**src/rtl/trap_ctrl.sv**
```systemverilog
// Machine-mode trap controller: arbitrates exceptions and interrupts, sequences handler entry/return.
// Optional macro TRAP_IRQ_SYNC_EN adds a 2-flop synchronizer on e_irq and t_irq.
module trap_ctrl (
    input  logic        i_clk,
    input  logic        i_rst,
    input  logic        e_irq,
    input  logic        t_irq,
    input  logic        mie,
    input  logic        meie,
    input  logic        mtie,
    input  logic        excep_req,
    input  logic [3:0]  excep_cause_in,
    input  logic        mret,
    input  logic        i_stall,
    input  logic        instr_valid,
    output logic        intr_en,
    output logic        excep_en,
    output logic [3:0]  intr_cause,
    output logic [3:0]  exception_cause,
    output logic        flush,
    output logic        in_trap,
    output logic [15:0] trap_cnt
);

    typedef enum logic [1:0] {
        IDLE    = 2'd0,
        HANDLER = 2'd1,
        RETURN  = 2'd2
    } state_t;

    localparam logic [3:0] CAUSE_EXT   = 4'd11;
    localparam logic [3:0] CAUSE_TIMER = 4'd7;

    state_t      state_r;
    state_t      state_next_s;
    logic        e_irq_q_s;
    logic        t_irq_q_s;
    logic        pend_e_s;
    logic        pend_t_s;
    logic        intr_en_s;
    logic        excep_en_s;
    logic [3:0]  intr_cause_s;
    logic [3:0]  exception_cause_s;
    logic        flush_s;
    logic        in_trap_r;
    logic [15:0] trap_cnt_r;

`ifdef TRAP_IRQ_SYNC_EN
    logic [1:0] e_sync_r;
    logic [1:0] t_sync_r;

    // Two-stage synchronizers for the asynchronous interrupt request lines
    always_ff @(posedge i_clk or posedge i_rst) begin
        if (i_rst) begin
            e_sync_r <= 2'b00;
            t_sync_r <= 2'b00;
        end else begin
            e_sync_r <= {e_sync_r[0], e_irq};
            t_sync_r <= {t_sync_r[0], t_irq};
        end
    end

    assign e_irq_q_s = e_sync_r[1];
    assign t_irq_q_s = t_sync_r[1];
`else
    assign e_irq_q_s = e_irq;
    assign t_irq_q_s = t_irq;
`endif

    assign pend_e_s = e_irq_q_s & meie;
    assign pend_t_s = t_irq_q_s & mtie;

    // Next-state and trap-take decision; everything is forced quiet while reset is high
    always_comb begin
        state_next_s      = state_r;
        intr_en_s         = 1'b0;
        excep_en_s        = 1'b0;
        intr_cause_s      = 4'd0;
        exception_cause_s = 4'd0;
        flush_s           = 1'b0;
        if (i_rst) begin
            state_next_s = IDLE;
        end else if (i_stall) begin
            state_next_s = state_r;
        end else begin
            case (state_r)
                IDLE: begin
                    if (excep_req) begin
                        excep_en_s        = 1'b1;
                        exception_cause_s = excep_cause_in;
                        flush_s           = 1'b1;
                        state_next_s      = HANDLER;
                    end else if (mie && instr_valid && (pend_e_s || pend_t_s)) begin
                        intr_en_s    = 1'b1;
                        intr_cause_s = pend_e_s ? CAUSE_EXT : CAUSE_TIMER;
                        flush_s      = 1'b1;
                        state_next_s = HANDLER;
                    end else begin
                        state_next_s = IDLE;
                    end
                end
                HANDLER: begin
                    // A nested exception outranks a simultaneous mret
                    if (excep_req) begin
                        excep_en_s        = 1'b1;
                        exception_cause_s = excep_cause_in;
                        flush_s           = 1'b1;
                        state_next_s      = HANDLER;
                    end else if (mret) begin
                        state_next_s = RETURN;
                    end else begin
                        state_next_s = HANDLER;
                    end
                end
                RETURN: begin
                    flush_s      = 1'b1;
                    state_next_s = IDLE;
                end
                default: begin
                    state_next_s = IDLE;
                end
            endcase
        end
    end

    // State register plus in_trap, which tracks whether the next state is inside a handler
    always_ff @(posedge i_clk or posedge i_rst) begin
        if (i_rst) begin
            state_r   <= IDLE;
            in_trap_r <= 1'b0;
        end else begin
            state_r   <= state_next_s;
            in_trap_r <= (state_next_s != IDLE);
        end
    end

    // Saturating count of traps taken
    always_ff @(posedge i_clk or posedge i_rst) begin
        if (i_rst) begin
            trap_cnt_r <= 16'd0;
        end else if ((intr_en_s || excep_en_s) && (trap_cnt_r != 16'hFFFF)) begin
            trap_cnt_r <= trap_cnt_r + 16'd1;
        end else begin
            trap_cnt_r <= trap_cnt_r;
        end
    end

    assign intr_en         = intr_en_s;
    assign excep_en        = excep_en_s;
    assign intr_cause      = intr_cause_s;
    assign exception_cause = exception_cause_s;
    assign flush           = flush_s;
    assign in_trap         = in_trap_r;
    assign trap_cnt        = trap_cnt_r;

endmodule
```
**config.mk**
```make
export PLATFORM = sky130hd
export DESIGN_NAME = trap_ctrl
export DESIGN_NICKNAME = d
export VERILOG_FILES = /design/src/rtl/trap_ctrl.sv
export SDC_FILE = /design/constraint.sdc
export NUM_CORES = 1
export LEC_CHECK = 0
export BUFFER_PORTS_ARGS = -buffer_cell sky130_fd_sc_hd__buf_2
export CORE_ASPECT_RATIO = 1.25
export CORE_UTILIZATION = 47
export DETAILED_ROUTE_END_ITERATION = 6
export PLACE_DENSITY = 0.83
export SLEW_MARGIN = 25
export SYNTH_ARGS = -nofsm -noshare
export SYNTH_HDL_FRONTEND = slang
export SYNTH_SLANG_ARGS = --single-unit
```
**constraint.sdc**
```tcl
create_clock -name i_clk -period 2.4 [get_ports i_clk]
set_clock_uncertainty 0.2 [all_clocks]
set_input_delay 0.12 -clock i_clk [delete_from_list [all_inputs] [get_ports i_clk]]
set_output_delay 0.12 -clock i_clk [all_outputs]
set_load 0.05 [all_outputs]
```
Word-level counts from Yosys, hierarchy flattened:

Index checks and enable logic that the tools add are counted.

* logic and storage cells: 47
* register bits: 19
* input bits: 15

* add/sub/neg operators: 1
* eq/ne operators: 3
* reductions and logical operators: 8
* mux-type cells: 30
* bitwise logic cells: 2

Operators by type and width (count)
* 4-bit 2-to-1 mux: 10
* 16-bit by 1-bit adder with 16-bit output (second input constant): 1
* 16-bit inequality test (second input constant): 1
* 1-bit 2-to-1 mux: 14
* 2-bit 2-to-1 mux: 4
* 2-bit case mux with 2 select lines: 1
* 1-bit logical AND: 3
* 1-bit case mux with 3 select lines: 1
* 1-bit AND: 2
* 2-bit by 1-bit == test with 1-bit output (second input constant): 1
* 2-bit == test (second input constant): 1
* 2-bit zero test: 1
* 1-bit logical OR: 2
* 2-bit nonzero test: 1
* 2-bit OR reduction: 1

Longest topological paths before layout:

* depth after elaboration: 10
* gate-level depth with buffers: 7
* mapped depth without buffers: 5

Worst setup path before layout:

OpenSTA, ideal clock, no wires.

* path type: reg2out
* start: register state_r[1]
* end: output intr_cause[2]
* data required time: 2080 ps
* cell stages (with the launch flop): 4
* path buffers: 0
* data arrival time: 3266 ps
* setup slack: -1186 ps
* cell sequence: dfrtp_1 > or3_1 > nor4b_1 > and2_1

* word-level cells in the longest chain between the ends: 4

RTL lines
* start: declaration: RTL line 34 `state_t state_r;`
* start signal: assignment: RTL line 132 `state_r <= state_next_s;`
* 2-bit zero test: RTL line 86 `case (state_r)`
* 4-bit 2-to-1 mux: RTL line 86
* 4-bit 2-to-1 mux: RTL line 83 `end else if (i_stall) begin`
* 4-bit 2-to-1 mux: RTL line 81 `if (i_rst) begin`
* end: declaration: RTL line 18 `output logic [3:0] intr_cause,`

Every way passes these cells.

Worst setup path after layout:

* start: input i_rst
* end: output intr_cause[2]

* word-level cells in the longest chain between the ends: 1

RTL lines
* start: declaration: RTL line 5 `input logic i_rst,`
* 4-bit 2-to-1 mux: RTL line 81

Every way passes these cells.

==> results.md <==
- Status: finished with violations
- Failing checks: DRC
- # IOs: 43
- Drt first-iter violations: 24
- Dpl hpwl: 1.70 mm
- Initial Util: 0.515
- P_leak: 0.000691 µW
- Core footprint: 2030 µm²
- Crit path launch type: input port
- Row Count: 18
- CTS clk-pin slew, worst paths: 100 ps
- Die height: 54.7 µm
- Crit. End Element: output pin
- DRC: 7
- Num CTS Buffers: 3
- Netlist Area Pre-Place: 1040 µm²
- Crit path buffers/inverters: 3
- Period utilization: 0.972
- Clock Power Share: 0.172
- Number of antenna violations at the first check in global routing: 0
- CTS root buffer: clkbuf_4
- Sw frac: 0.421
- P per Cell Area: 673 nW/µm²
- Final nets: 163
- CTS sink count: 19
- Vias in the first global route: 774
- Global route total overflow: 0
- Number of flops mapped to enable cells by yosys: 0
- Cell Chain, Critical Path: dlygate4sd3_1 -> buf_2 -> or3_1 -> nor4b_4 -> and2_1 -> buf_2
- Post-synth top area cell: dfrtp_1
- Max stage delay on crit path: 530 ps
- Relative slew slack: 0.538
- First-pass GRT wire length: 3.33 mm
- Seq pwr share: 0.474
- Register area share after synthesis: 0.456
- Worst hold path stage count: 3
- Pre-CTS setup slack: 286 ps
- Final non-filler cell total: 166
- CTS tree: built
- Synth area leaders: dfrtp_1, xnor2_1, nand3_1
- Fmax: 429 MHz
- Total track usage: 0.191
- Share of post-route cells with drive strength above 1: 0.411
- Worst-Skew Late Latency: 280 ps
- Top cell type's share of synthesized area: 0.456
- Worst R2R End: trap_cnt[9]
- Synth Instances: 101
- Cell count of the worst reg-to-reg path: 5
- WL/cell: 13.2 µm
- HP Start: excep_req
- FF-to-FF Start: trap_cnt[0]
- Fin. Hold Viols: 0
- Full die area: 2410 µm²
- # setup viols final: 0
- Crit-path max FO: 7
- Antenna cell count: 0
- Vias per inst: 5.50
- Mean post-synth cell area: 10.3 µm²
- Layout area overhead: 27.6%
- Final Max Tran Viols: 0
- H-tree depth: 1
- Critical path data arrival time: 2010 ps
- Commonest non-fill, non-tap cells in the layout: buf_2, dfrtp_1, xnor2_1
- Post-route ant nets: 0
- Final setup margin: 67.3 ps
- Ys flop type: dfrtp_1
- Routability Congestion: 0.790
- Max cap viols: 0
- Asr flop ratio synth: 1.00
- Leading cell type in the layout, fill and taps excluded: buf_2
- Combinational power share: 0.354
- Die Wd: 44.1 µm
- Total wire length: 2.19 mm
- Slowest-stage cell, CP: dlygate4sd3_1
- Crit path max-delay family: simple AND/OR/NAND/NOR gates
- Cells after DPL: 159
- Yosys cell types: 34
- Peak supply drop: 0.620 mV
- Critical path class: input port to output pin
- Net Switching: 377 µW
- CP most frequent cell: buf_2
- Worst path required time: 2080 ps
- # resized after CTS: 0
- Final Critical Period: 2330 ps
- P_int: 519 µW
- Largest net degree at the start of global routing: 20
- Synth Warn #: 0
- Hold EP: state_r[1]
- Final setup TNS: 0 ps
- Port bufs: 42
- Slew at the pin closest to its max-slew limit: 693 ps
- CTS Buffer Depth: 2
- #FFs+latches synth: 19
- DRT Pass-1 Iters: 6
- Via count: 913
- RSZ-0062 raised after global routing: no
- Worst R2R Setup Slack: 270 ps
- Worst hold-check path type: input port to flop
- Synth Net Count: 117
-- kinds of logic (layout without fill, tap and decap cells) --
family	count (synthesis)	count (layout)	share of synthesized area
mux	1	1	0.0108
xor+xnor	15	15	0.133
simple gates	46	46	0.263
compound gates	10	10	0.0779
fa+ha+maj	1	1	0.0120
buf+inv	9	54	0.0479
flops	19	19	0.456
-- metal layers --
metal	track usage	wire, µm	up-vias
met5	0	0	-
li1	-	-	448
met3	0.0297	124	0
met1	0.205	871	431
met4	0.0758	0	0
met2	0.368	1200	34
-- power groups by stage --
| stage | sequential (µW) | clock (µW) | combinational [µW] |
|---|---|---|---|
| floorplan | 560 | 0 | 97.3 |
| CTS | 424 | 161 | 320 |
| detailed placement | 429 | 0 | 316 |
| finish | 424 | 154 | 317 |
| global placement | 422 | 0 | 310 |
| global route | 433 | 177 | 336 |
-- state kept, by name, summed over array words and instances, names as in the netlist --
name	flops
in_trap	1
trap_cnt	16
state_r	2
-- repair_timing --
item	CTS	global route
hold endpoints to repair	22	0
setup buffers	0	0
hold buffers	3	0
-- how the worst max path moves through the flow --
stage / startpoint / end / slack (ps) / cells past startpoint
2_1_floorplan: state_r[1] / intr_cause[2] / 10 / 3
3_3_place_gp: trap_cnt[0] / trap_cnt[9] / 320 / 5
3_5_place_dp: trap_cnt[0] / trap_cnt[9] / 290 / 5
4_1_cts: i_rst / intr_cause[2] / 40 / 6
5_1_grt: i_rst / intr_cause[2] / 10 / 6
6_report: i_rst / intr_cause[2] / 70 / 6
-- Yosys cell counts (2+ instances only) --
cell,instances
nand2_1,8
nand3_1,8
a21oi_1,4
and3_1,5
nand4_1,4
xor2_1,4
nor2_1,3
xnor2_1,10
inv_1,4
or3_1,2
nor3_1,4
nor4_1,2
and2_1,3
dfrtp_1,19
buf_4,2
-- through the flow --
stage / hold slack [ps] / total power (µW) / instance area, µm² / utilization
after floorplan: -129 / 658 / 1070 / -
after global placement: 111 / 732 / 1270 / 0.629
after detailed placement: 125 / 745 / 1270 / 0.629
after CTS: 51.4 / 905 / 1330 / 0.657
after global routing: 55.2 / 946 / 1330 / 0.657
final: 55.5 / 896 / 1330 / 0.657
-- tightest hold or removal path: cells and delay by family --
kind                   cells  cell delay (ps)
buffers and inverters      1              190
AO/OA/AOI/OAI              1               50
AND/OR/NAND/NOR            1              150
-- area by class of cell --
type                    count  area (µm²)
inverters                   4        15.0
clock buffers               4        26.3
multi-input cells          73         539
fillers                   186         696
repair buffers             46         248
flip-flops and latches     19         478
well taps                  20        25.0
No activity file was read; power rests on OpenSTA's default activity.
